**src/rtl/ram_arb_pkg.sv**
```systemverilog
// ram_arb_pkg
// Shared types and default sizes for the RAM write-port arbiter slice.
// Contents:
//   state_t      CLEAR while the RAM is being zeroed, RUN while writers are served
//   CNT_W        width of each per-writer grant counter
//   DEF_*        default writer count, RAM geometry used by ram_write_arbiter
package ram_arb_pkg;

   typedef enum logic {
      CLEAR = 1'b0,
      RUN   = 1'b1
   } state_t;

   localparam int CNT_W       = 16;
   localparam int DEF_NUM_REQ = 4;
   localparam int DEF_ADDR_W  = 8;
   localparam int DEF_DATA_W  = 32;
   localparam int DEF_DEPTH   = 256;

endpackage

```
**src/rtl/ram_write_arbiter_rr_arbiter.sv**
```systemverilog
// rr_arbiter
// Round-robin pick among NUM_REQ requesters. The search starts at the
// priority pointer and wraps; the pointer moves just past the winner on
// every accepted grant, so a continuously requesting input waits for at
// most NUM_REQ-1 other grants.
// Ports:
//   i_clk      clock, rising edge
//   i_rst      asynchronous active-high reset (pointer back to 0)
//   i_valid    request vector
//   i_advance  the current winner was accepted this cycle
//   i_restart  return the pointer to 0 (synchronous)
//   o_grant    one-hot winner, zero when nobody requests
//   o_winner   index of the winner (0 when nobody requests)
//   o_any      at least one request is present
module rr_arbiter #(
   parameter int NUM_REQ = 4
) (
   input  logic                       i_clk,
   input  logic                       i_rst,
   input  logic [NUM_REQ-1:0]         i_valid,
   input  logic                       i_advance,
   input  logic                       i_restart,
   output logic [NUM_REQ-1:0]         o_grant,
   output logic [$clog2(NUM_REQ)-1:0] o_winner,
   output logic                       o_any
);

   localparam int IDX_W = $clog2(NUM_REQ);

   logic [IDX_W-1:0] r_rrPtr;
   logic [IDX_W-1:0] w_scan;
   logic             w_found;

   // Walk the requesters starting at the pointer; the first one found wins.
   // The modulo keeps the scan inside 0..NUM_REQ-1 for non power-of-two counts.
   always_comb begin
      o_grant  = '0;
      o_winner = '0;
      w_found  = 1'b0;
      w_scan   = '0;
      for (int k = 0; k < NUM_REQ; k++) begin
         w_scan = IDX_W'((int'(r_rrPtr) + k) % NUM_REQ);
         if (!w_found && i_valid[w_scan]) begin
            w_found  = 1'b1;
            o_winner = w_scan;
         end
      end
      if (w_found) begin
         o_grant[o_winner] = 1'b1;
      end
      o_any = w_found;
   end

   // The pointer only moves on an accepted grant so an unaccepted cycle
   // leaves priority where it was.
   always_ff @(posedge i_clk or posedge i_rst) begin
      if (i_rst) begin
         r_rrPtr <= '0;
      end else if (i_restart) begin
         r_rrPtr <= '0;
      end else if (i_advance) begin
         r_rrPtr <= (o_winner == IDX_W'(NUM_REQ - 1)) ? '0 : o_winner + 1'b1;
      end
   end

endmodule

```
**src/rtl/ram_write_arbiter.sv**
```systemverilog
// ram_write_arbiter
// Owns the single write port of the shared multi-read RAM. After reset, or
// when clr_start is pulsed while running, every word is written with zero
// (the RAM itself has no reset). Once clearing is finished, NUM_REQ writers
// share the port round-robin. Every RAM write leaves through a register, so
// there is no combinational path from writer address/data to the RAM.
// Optional feature macro: RAM_ARB_STATS_EN builds saturating per-writer
// grant counters; without it grant_count is tied to zero.
// Ports:
//   signal_C     clock, rising edge
//   signal_R     asynchronous active-high reset
//   req_valid    per-writer write request
//   req_ready    one-hot grant (zero outside RUN and on a clr_start cycle)
//   req_addr     per-writer address, writer i at [i*ADDR_W +: ADDR_W]
//   req_data     per-writer data, writer i at [i*DATA_W +: DATA_W]
//   clr_start    re-zero the whole RAM (ignored while already clearing)
//   init_done    high while in RUN
//   ram_we       RAM write enable
//   ram_addr     RAM write address
//   ram_data     RAM write data
//   grant_count  per-writer grant counters, writer i at [i*16 +: 16]
module ram_write_arbiter
   import ram_arb_pkg::*;
#(
   parameter int NUM_REQ = DEF_NUM_REQ,
   parameter int ADDR_W  = DEF_ADDR_W,
   parameter int DATA_W  = DEF_DATA_W,
   parameter int DEPTH   = DEF_DEPTH
) (
   input  logic                      signal_C,
   input  logic                      signal_R,
   input  logic [NUM_REQ-1:0]        req_valid,
   output logic [NUM_REQ-1:0]        req_ready,
   input  logic [NUM_REQ*ADDR_W-1:0] req_addr,
   input  logic [NUM_REQ*DATA_W-1:0] req_data,
   input  logic                      clr_start,
   output logic                      init_done,
   output logic                      ram_we,
   output logic [ADDR_W-1:0]         ram_addr,
   output logic [DATA_W-1:0]         ram_data,
   output logic [NUM_REQ*CNT_W-1:0]  grant_count
);

   localparam int IDX_W = $clog2(NUM_REQ);
   localparam logic [ADDR_W:0] CLR_END = (ADDR_W + 1)'(DEPTH);

   state_t              r_state;
   state_t              w_nextState;
   logic [ADDR_W:0]     r_clrCnt;
   logic                w_clrIssue;
   logic                w_handshake;
   logic                w_enterClear;
   logic [NUM_REQ-1:0]  w_grant;
   logic [IDX_W-1:0]    w_winner;
   logic                w_any;

   rr_arbiter #(
      .NUM_REQ (NUM_REQ)
   ) u_rrArbiter (
      .i_clk     (signal_C),
      .i_rst     (signal_R),
      .i_valid   (req_valid),
      .i_advance (w_handshake),
      .i_restart (w_enterClear),
      .o_grant   (w_grant),
      .o_winner  (w_winner),
      .o_any     (w_any)
   );

   // State register for the CLEAR/RUN controller.
   always_ff @(posedge signal_C or posedge signal_R) begin
      if (signal_R) begin
         r_state <= CLEAR;
      end else begin
         r_state <= w_nextState;
      end
   end

   // Next state and the grant gating. The clear counter runs one step past
   // the last address so the final zero write is on the bus before RUN
   // begins. A clr_start cycle withholds every grant so no writer believes
   // it was accepted while the RAM is about to be wiped.
   always_comb begin
      w_nextState  = r_state;
      w_clrIssue   = 1'b0;
      w_handshake  = 1'b0;
      w_enterClear = 1'b0;
      req_ready    = '0;
      case (r_state)
         CLEAR: begin
            if (r_clrCnt == CLR_END) begin
               w_nextState = RUN;
            end else begin
               w_clrIssue = 1'b1;
            end
         end
         RUN: begin
            if (clr_start) begin
               w_nextState  = CLEAR;
               w_enterClear = 1'b1;
            end else begin
               req_ready   = w_grant;
               w_handshake = w_any;
            end
         end
         default: begin
            w_nextState = CLEAR;
         end
      endcase
   end

   assign init_done = (r_state == RUN);

   // Clear address counter; restarts from zero whenever clearing is re-entered.
   always_ff @(posedge signal_C or posedge signal_R) begin
      if (signal_R) begin
         r_clrCnt <= '0;
      end else if (w_enterClear) begin
         r_clrCnt <= '0;
      end else if (w_clrIssue) begin
         r_clrCnt <= r_clrCnt + 1'b1;
      end
   end

   // Registered RAM write stage. Address and data hold when nothing is
   // written so the RAM inputs do not toggle needlessly.
   always_ff @(posedge signal_C or posedge signal_R) begin
      if (signal_R) begin
         ram_we   <= 1'b0;
         ram_addr <= '0;
         ram_data <= '0;
      end else if (w_clrIssue) begin
         ram_we   <= 1'b1;
         ram_addr <= r_clrCnt[ADDR_W-1:0];
         ram_data <= '0;
      end else if (w_handshake) begin
         ram_we   <= 1'b1;
         ram_addr <= req_addr[int'(w_winner)*ADDR_W +: ADDR_W];
         ram_data <= req_data[int'(w_winner)*DATA_W +: DATA_W];
      end else begin
         ram_we   <= 1'b0;
      end
   end

`ifdef RAM_ARB_STATS_EN
   logic [CNT_W-1:0] r_grantCnt [NUM_REQ];

   // Per-writer grant counters, saturating so a busy writer never wraps to a
   // misleadingly small count. Wiped together with the RAM.
   always_ff @(posedge signal_C or posedge signal_R) begin
      if (signal_R) begin
         for (int i = 0; i < NUM_REQ; i++) begin
            r_grantCnt[i] <= '0;
         end
      end else if (w_enterClear) begin
         for (int i = 0; i < NUM_REQ; i++) begin
            r_grantCnt[i] <= '0;
         end
      end else if (w_handshake && (r_grantCnt[w_winner] != {CNT_W{1'b1}})) begin
         r_grantCnt[w_winner] <= r_grantCnt[w_winner] + 1'b1;
      end
   end

   // Flatten the counters onto the output bus.
   always_comb begin
      grant_count = '0;
      for (int i = 0; i < NUM_REQ; i++) begin
         grant_count[i*CNT_W +: CNT_W] = r_grantCnt[i];
      end
   end
`else
   assign grant_count = '0;
`endif

endmodule

```
**config.mk**
```make
export PLATFORM = sky130hd
export DESIGN_NAME = ram_write_arbiter
export DESIGN_NICKNAME = d
export VERILOG_FILES = /design/src/rtl/ram_arb_pkg.sv /design/src/rtl/ram_write_arbiter_rr_arbiter.sv /design/src/rtl/ram_write_arbiter.sv
export SDC_FILE = /design/constraint.sdc
export NUM_CORES = 1
export LEC_CHECK = 0
export ABC_CLOCK_PERIOD_IN_PS = 2700
export CAP_MARGIN = 25
export CORE_MARGIN = 4
export CORE_UTILIZATION = 40
export CTS_BUF_LIST = sky130_fd_sc_hd__clkbuf_8
export CTS_CLUSTER_DIAMETER = 100
export DETAILED_ROUTE_END_ITERATION = 8
export MAX_ROUTING_LAYER = met4
export PLACE_DENSITY = 0.95
export SYNTH_ARGS = -nofsm -noshare
export SYNTH_HDL_FRONTEND = slang
export SYNTH_SLANG_ARGS = --single-unit
```
**constraint.sdc**
```tcl
create_clock -name signal_C -period 2.7 [get_ports signal_C]
set_input_delay 0.405 -clock signal_C [delete_from_list [all_inputs] [get_ports signal_C]]
set_output_delay 0.405 -clock signal_C [all_outputs]
set_load 0.1 [all_outputs]
```
### After elaboration in Yosys (flattened, before gate mapping)

Index checks and enable logic that the tools add are counted.

* add/subtract/negate cells: 5
* magnitude comparators: 6
* equal/unequal tests: 2
* shift operators: 2
* muxes and demuxes: 41
* bitwise gates (word level): 1
* reduce and logical (&&, ||, !) cells: 10

Operator list (number)
* $shiftx A128 B8 Y32: 1
* $mux W32: 2
* $shiftx A32 B6 Y8: 1
* $mux W1: 19
* $mux W9: 2
* $mux W8: 2
* $lt A2 B3 Y1 const B: 5
* $mux W2: 7
* $mux W4: 3
* $add A9 B1 Y9 const B: 1
* $eq A9 B9 Y1 const B: 1
* $bmux W1 S2: 4
* $reduce_bool A2 Y1: 3
* $add A2 B1 Y2 const B: 2
* $add A2 B2 Y2 const B: 2
* $logic_and A1 B1 Y1: 4
* $logic_not A1 Y1: 3
* $demux W1 S2: 1
* $eq A2 B2 Y1 const B: 1
* $ge A2 B1 Y1 const B: 1
* $pmux W1 S2: 1
* $not A1 Y1: 1

* register bits after elaboration: 53
* input bits: 167
* output and inout bits: 110
* word-level logic and storage cells: 73

### Longest topological paths before layout

Gate-level depths: netlist of the first run.

* depth after elaboration: 19
* gate-level depth with buffers: 7
* gate-level depth less buffers: 6

### By module

Synthesis of the first run repeated with hierarchy kept, for this count alone.

* cells, all modules: 380
* area total of the unflattened synthesis: 4122.7 sq um

Modules (own cells, without submodules)
* ram_write_arbiter: instances 1, cells an instance 349, area each 3828.7 sq um, seq. area each 1276.2 sq um
* rr_arbiter: instances 1, cells an instance 31, area each 294.0 sq um, seq. area each 50.0 sq um

### Worst setup path before layout of the first run

No wires, ideal clock.

* path kind: register -> output
* start: register r_state (netlist: init_done)
* end: output req_ready[3]
* arrival: 3.307 ns
* required time: 2.295 ns
* path slack: -1.012 ns
* stages on the path, launching flop included: 7
* path buffers: 2
* cell sequence: dfrtp_1 and2b_1 nand2_1 or3_1 buf_4 buf_2 nor2_1

* word-level cells in the longest chain between the ends: 1

RTL lines
* start: declaration: RTL line ram_write_arbiter.sv:47 `state_t r_state;`
* start signal: assignment: RTL line ram_write_arbiter.sv:75 `r_state <= w_nextState;`
* $mux W4: RTL line ram_write_arbiter.sv:89 `case (r_state)`
* end: declaration: RTL line ram_write_arbiter.sv:33 `output logic [NUM_REQ-1:0] req_ready,`

Every way passes these cells.

### Final worst setup path of the first run

* start: input req_valid[0]
* end: output req_ready[3]

* word-level cells in the longest chain between the ends: 19
* elaborated cells on any way between the ends: 30
* those cells by class: 2 x order compare; 21 x mux; 7 x reduce/logical

RTL lines
* start: declaration: RTL line ram_write_arbiter.sv:32 `input logic [NUM_REQ-1:0] req_valid,`
* $bmux W1 S2: RTL line ram_write_arbiter_rr_arbiter.sv:43 `if (!w_found && i_valid[w_scan]) begin`
* $mux W1 (implied by the code): RTL line ram_write_arbiter_rr_arbiter.sv:43
* $mux W1: RTL line ram_write_arbiter_rr_arbiter.sv:43
* $logic_not A1 Y1: RTL line ram_write_arbiter_rr_arbiter.sv:43
* $logic_and A1 B1 Y1: RTL line ram_write_arbiter_rr_arbiter.sv:43
* $mux W1: RTL line ram_write_arbiter_rr_arbiter.sv:43
* $logic_not A1 Y1: RTL line ram_write_arbiter_rr_arbiter.sv:43
* $logic_and A1 B1 Y1: RTL line ram_write_arbiter_rr_arbiter.sv:43
* [3 not listed]
* $mux W2: RTL line ram_write_arbiter_rr_arbiter.sv:43
* $lt A2 B3 Y1 (implied by the code) / $ge A2 B1 Y1 (equally long branches): RTL line ram_write_arbiter_rr_arbiter.sv:49 `o_grant[o_winner] = 1'b1;`
* $logic_and A1 B1 Y1 (implied by the code): RTL line ram_write_arbiter_rr_arbiter.sv:49
* $mux W1 (implied by the code): RTL line ram_write_arbiter_rr_arbiter.sv:49
* $demux W1 S2
* $mux W4 *: RTL line ram_write_arbiter_rr_arbiter.sv:48 `if (w_found) begin`
* $mux W4 *: RTL line ram_write_arbiter.sv:98 `if (clr_start) begin`
* $mux W4 *: RTL line ram_write_arbiter.sv:89

Every way passes the cells marked *; elsewhere a longest branch is shown, timed or not. The select of a mux whose other input is x is not followed.

==> impl_metrics.py, run 1 <==
metrics = {
    "hold_path": {
        "hp-class": "in2async",
    },
    "power": {
        "switching_share_pct": 56.1,
        "powerDensity_nw_per_um2": 757,
        "p_leak_nw": 3.02,
        "pwr-share-comb_pct": 62.8,
        "clkPwrFrac_pct": 12.2,
        "cellInternalPower_w": 0.00203,
        "pwr-share-seq_pct": 25.0,
        "irDropWorstVdd_uv": 468,
        "p_sw_w": 0.00259,
        "power_w": 0.00462,
    },
    "place": {
        "io_buffers": 212,
        "hpwl_um": 10800,
        "dpl_cell_area_um2": 5990,
        "globalplace.congestion": 0.907,
        "dp_slack_ns": 0.0745,
    },
    "timing": {
        "rsz0062_at_grt": "false",
        "max_freq_ghz": 0.388,
        "finClkSkew_ns": 0.0139,
        "holdWs_ns": 0.379,
        "finalSetupViolations": 0,
        "period_share_pct": 95.4,
        "setup_tns_ns": 0,
        "finalCriticalPeriod_ns": 2.58,
        "hold_viol": 0,
        "slew_viol_final": 0,
        "fin_ws_ns": 0.125,
    },
    "synthesis": {
        "syn_area_um2": 4020,
        "synth_ff_type": "dfrtp_1",
        "synth-warning-count": 0,
        "avgSynthCellArea_um2": 7.98,
        "ys_ff_latch": 53,
        "ys_async_sr_fraction_pct": 100,
        "synth-edff-count": 0,
        "ys_types": 49,
        "ys_seq_area_share_pct": 33.0,
        "synthCells": 504,
    },
    "routing": {
        "wl_met1_um": 4930,
        "via_per_inst": 4.93,
        "ant_nets": 0,
        "drtPass1Iterations": 4,
        "met2_length_um": 6840,
        "dr_total_vias": 4149,
        "wirelength_um": 13500,
        "wl_per_cell_um": 16.0,
        "highest_layer": "met4",
        "drc": 0,
        "drt_iter0_markers": 216,
        "dr_wl_met3_um": 1320,
    },
    "floorplan": {
        "die_h_um": 108,
        "die_area_um2": 11700,
        "die_x_um": 108,
        "core_area_um2": 9770,
        "start_util_pct": 41.2,
        "io_pins": 277,
        "rows": 36,
    },
    "clock_network": {
        "clock_path_buffers": 2,
        "cts_buffers": 5,
        "cts_tree": "done",
        "ctsResizeCount": 0,
        "insertion_delay_ns": 0.32,
        "h-tree-depth": 2,
        "ctsHoldBuffers": 0,
        "cts.clk_slew.worst_paths_ns": 0.11,
        "clock_sinks": 53,
        "postCtsSetupRepairBufs": 0,
        "clockRootBuffer": "clkbuf_8",
    },
    "finish": {
        "nets": 878,
        "area_growth_pct": 51.6,
        "multi_input_area_um2": 2240,
        "n_fill_cell": 850,
        "regArea_um2": 1330,
        "fin_area_um2": 6100,
        "antenna_cells": 0,
        "final_layout_size_suffix_gt1_share_pct": 16.8,
    },
    "critical_path": {
        "endpoint_kind": "output pin",
        "worstPathCellList": "clkdlybuf4s50_1 > or4_4 > nand2_1 > or3_2 > nor2_4 > buf_12",
        "r2r_slack_ns": 0.67,
        "max_stage_delay_ns": 0.59,
        "critPathLaunch": "req_valid[0]",
        "setup.worst_path.start_class": "input port",
        "crit_end": "req_ready[3]",
        "slowest_stage": "or3_2",
        "worstSetupPathType": "in2out",
        "r2r-end": "ram_data[15]",
        "critPathArrivalTime_ns": 2.17,
        "ff2ff_path_depth": 7,
        "crit_required_ns": 2.30,
        "r2r-start": "u_rrArbiter.r_rrPtr[1]",
        "crit_path_max_fanout": 6,
    },
    "global_route": {
        "grt_pass1_vias": 4165,
        "grt_pass1_wl_um": 20300,
        "antenna_found_initial": 0,
        "track_usage_pct": 22.5,
        "grt_max_degree": 44,
        "grt_overflow": 0,
    },
    "job": {
        "max-cap-violations": 0,
    },
    "status": {
        "outcome": "complete, no violations",
    },
}
[synthesized netlist by cell type (all sizes together) (4+ instances only)]
cell,instances,area [µm²]
o21ai,6,41.3
dfrtp,53,1330
nor2,28,113
clkbuf,11,41.3
a211o,32,280
xnor2,5,43.8
or3,4,25.0
a21oi,71,472
o221ai,4,35.0
mux2i,7,70.1
nand2,149,559
buf,84,647
and2,4,27.5
inv,9,33.8
[critical path: cells and delay by family]
kind,cells,cell delay (ns)
AND/OR/NAND/NOR,4,1.01
buffers and inverters,2,0.74
[power by group through the flow]
stage,clock network [W],registers (W),logic (W)
finish,0.000562,0.00116,0.00290
global route,0.000610,0.00119,0.00306
CTS,0.000582,0.00115,0.00291
detailed placement,0,0.00117,0.00290
global placement,0,0.00115,0.00285
floorplan,0,0.00206,0.00131
[cell type report]
class,instances,share of cell area [%]
repair buffers,229,36.4
clock buffers,5,1.13
inverters,9,0.554
multi-input cells,410,36.6
well taps,133,2.73
clock inverters,3,0.759
flip-flops and latches,53,21.8
[per-stage QoR]
| stage | instances | util [%] |
|---|---|---|
| global route | 842 | 62.4 |
| floorplan | 567 | - |
| detailed placement | 834 | 61.2 |
| global placement | 834 | 61.2 |
| finish | 842 | 62.4 |
| CTS | 842 | 62.4 |
[per-layer routing]
metal,vias to the layer above,global-route usage [%]
li1,1973,-
met1,1945,24.7
met2,208,39.8
met3,23,5.01
met4,0,8.12
met5,-,-
[registers in the layout (all words and copies together) (netlist names)]
register	cells
init_done	1
r_clrCnt	9
ram_addr	8
ram_data	32
ram_we	1
u_rrArbiter.r_rrPtr	2
[how the worst min path moves through the flow]
stage | from | to | depth (start not counted)
6_report | signal_R | ram_we | 2
5_1_grt | signal_R | ram_data[2] | 2
2_1_floorplan | r_clrCnt[8] | r_clrCnt[8] | 2
4_1_cts | signal_R | ram_data[2] | 2
3_3_place_gp | ram_data[9] | ram_data[9] | 1
3_5_place_dp | ram_data[11] | ram_data[11] | 1
[layout by cell type, fill, tap and decap left out, drive strengths merged, types with 5 or more instances in the layout]
cell type        n
a21oi           71
o21ai            6
buf             63
dfrtp           53
nor2            28
clkdlybuf4s50  166
a211o           32
mux2i            7
clkbuf           5
conb            64
nand2          149
inv              9
xnor2            5
[kinds of logic (layout without fill, tap and decap cells)]
family | count (synthesis) | in the layout | synth area share (%)
and+or+nand+nor | 199 | 199 | 20.3
AOI/OAI and AO/OA | 129 | 129 | 24.2
buffers and inverters | 104 | 246 | 17.9
DFF | 53 | 53 | 33.0
muxes | 8 | 8 | 2.02
xor gates and xnor gates | 7 | 7 | 1.52
adders and majority gates | 3 | 3 | 0.933
other | 1 | 64 | 0.0932
(Power assumes the default switching activity.)
==> run 2, diff against run 1 <==
CELL_PAD_IN_SITES_DETAIL_PLACEMENT = 2   (was unset)
CELL_PAD_IN_SITES_GLOBAL_PLACEMENT = 2   (was unset)
CORE_UTILIZATION = 20   (was 40)
PLACE_DENSITY = 0.94   (was 0.95)
SLEW_MARGIN = 5   (was unset)
==> impl_metrics.py, run 2 (synthesis results as in run 1) <==
metrics = {
    "critical_path": {
        "critPathArrivalTime_ns": 2.17,
        "worstSetupPathType": "in2out",
        "slowest_stage": "clkdlybuf4s50_1",
        "endpoint_kind": "output pin",
        "r2r-end": "ram_addr[0]",
        "setup.worst_path.start_class": "input port",
        "r2r_slack_ns": 0.49,
        "worstPathCellList": "clkdlybuf4s50_1 > or4_4 > nand2_1 > or3_2 > nor2_4 > buf_12",
        "r2r-start": "r_clrCnt[0]",
        "crit_buf_inv": 2,
        "crit_path_max_fanout": 5,
        "crit_required_ns": 2.30,
        "ff2ff_path_depth": 6,
        "max_stage_delay_ns": 0.57,
        "cp_top_family": "simple AND/OR/NAND/NOR gates",
    },
    "timing": {
        "finalSetupViolations": 0,
        "hold_viol": 0,
        "finalCriticalPeriod_ns": 2.58,
        "max_freq_ghz": 0.388,
        "max_slew_margin_pct": 55.6,
        "setup_tns_ns": 0,
        "rsz0062_at_grt": "false",
        "finClkSkew_ns": 0.0131,
        "slew_viol_final": 0,
        "tightest_slew_ns": 0.657,
        "period_share_pct": 95.5,
    },
    "power": {
        "power_w": 0.00478,
        "switching_share_pct": 57.2,
        "pwr-share-seq_pct": 24.5,
        "cellInternalPower_w": 0.00205,
        "pwr-share-comb_pct": 62.9,
        "clkPwrFrac_pct": 12.6,
        "irDropWorstVdd_uv": 233,
        "p_sw_w": 0.00274,
        "p_leak_nw": 3.05,
        "powerDensity_nw_per_um2": 759,
    },
    "global_route": {
        "antenna_found_initial": 0,
        "grt_max_degree": 45,
        "grt_pass1_wl_um": 26800,
        "met1_usage_pct": 17.9,
        "grt_pass1_vias": 4739,
        "track_usage_pct": 15.9,
        "grt_overflow": 0,
        "top_usage_layer": "met2",
        "use_met2_pct": 29.3,
        "met3_usage_pct": 3.24,
    },
    "finish": {
        "final_layout_size_suffix_gt1_share_pct": 16.5,
        "layout.cells.most_common_list": "165 x clkdlybuf4s50_1, 149 x nand2_1, 64 x conb_1, 52 x dfrtp_1, 51 x buf_4",
        "nets": 876,
        "layout_commonest_cell": "clkdlybuf4s50_1",
        "n_fill_cell": 2303,
        "largest_register_ffs": 32,
        "area_growth_pct": 56.6,
        "reg_top3": "ram_data (32), r_clrCnt (9), ram_addr (8)",
        "antenna_cells": 0,
        "largest-register": "ram_data",
    },
    "clock_network": {
        "cts.clk_slew.worst_paths_ns": 0.12,
        "insertion_delay_ns": 0.33,
        "h-tree-depth": 2,
        "clock_path_buffers": 2,
        "cts_tree": "done",
        "clockRootBuffer": "clkbuf_8",
        "clock_sinks": 53,
        "ctsHoldBuffers": 0,
        "cts_buffers": 5,
    },
    "floorplan": {
        "die_area_um2": 22500,
        "die_h_um": 150,
        "start_util_pct": 20.5,
        "io_pins": 277,
        "core_area_um2": 19700,
        "die_x_um": 150,
        "rows": 51,
    },
    "routing": {
        "drt_iter0_markers": 152,
        "wirelength_um": 18300,
        "drtPass1Iterations": 4,
        "dr_total_vias": 4221,
        "wl_per_cell_um": 18.9,
        "drc": 0,
        "ant_nets": 0,
        "via_per_inst": 4.34,
    },
    "place": {
        "globalplace.congestion": 0.805,
        "io_buffers": 212,
        "hpwl_um": 14500,
    },
    "status": {
        "outcome": "complete, no violations",
    },
    "hold_path": {
        "hp-class": "in2async",
    },
    "job": {
        "max-cap-violations": 0,
    },
}
run 2: cell types whose count changed in the layout (fill, tap and decap cells not counted), sizes merged:
cell / change
clkdlybuf4s50: -1
clkinv: -1
buf: -2
clkinvlp: -1
dlymetal6s2s: +1
inv: +2
run 2: cell type report:
type	count	area, µm²	area share, %
clock buffers	5	68.8	1.09
clock inverters	3	47.5	0.755
inverters	9	33.8	0.536
multi-input cells	410	2240	35.6
flip-flops and latches	53	1330	21.1
well taps	265	332	5.26
repair buffers	227	2250	35.7
run 2: how the worst max path moves through the flow:
stage	slack (ns)	end	cells past startpoint	start
finish	0.12	req_ready[3]	6	req_valid[0]
global route	0.02	req_ready[3]	6	req_valid[0]
CTS	0.09	req_ready[2]	7	req_valid[2]
detailed placement	0.03	ram_addr[1]	7	req_valid[2]
global placement	0.11	ram_addr[1]	7	req_valid[2]
floorplan	0.07	req_ready[3]	6	init_done
run 2: repair_timing:
item                                    in CTS  in global routing
buffers inserted                             0                  0
resized for setup                            0                  1
endpoints found under the setup margin       0                  1
run 2: per-stage QoR:
| step | std cells | utilization (%) | setup WS, ns | instance area, µm² | hold slack (ns) |
|---|---|---|---|---|---|
| 6_report | 972 | 32.1 | 0.123 | 6300 | 0.453 |
| 3_5_place_dp | 964 | 31.5 | 0.0302 | 6180 | 0.481 |
| 4_1_cts | 972 | 32.0 | 0.0890 | 6300 | 0.464 |
| 2_1_floorplan | 567 | - | 0.0728 | 4280 | 0.509 |
| 5_1_grt | 972 | 32.1 | 0.0228 | 6300 | 0.499 |
| 3_3_place_gp | 964 | 31.5 | 0.112 | 6180 | 0.470 |
run 2: routing by layer:
metal | part of all wire [%] | up-vias
met3 | 6.5 | 13
li1 | - | 1967
met4 | 1.0 | 0
met2 | 53 | 173
met5 | 0 | -
met1 | 40 | 2068
run 2: power by group through the flow:
stage | combinational (W) | sequential (W) | clock, W
3_5_place_dp | 0.00303 | 0.00118 | 0
4_1_cts | 0.00304 | 0.00117 | 0.000635
3_3_place_gp | 0.00296 | 0.00117 | 0
5_1_grt | 0.00319 | 0.00120 | 0.000666
2_1_floorplan | 0.00131 | 0.00206 | 0
6_report | 0.00301 | 0.00117 | 0.000604
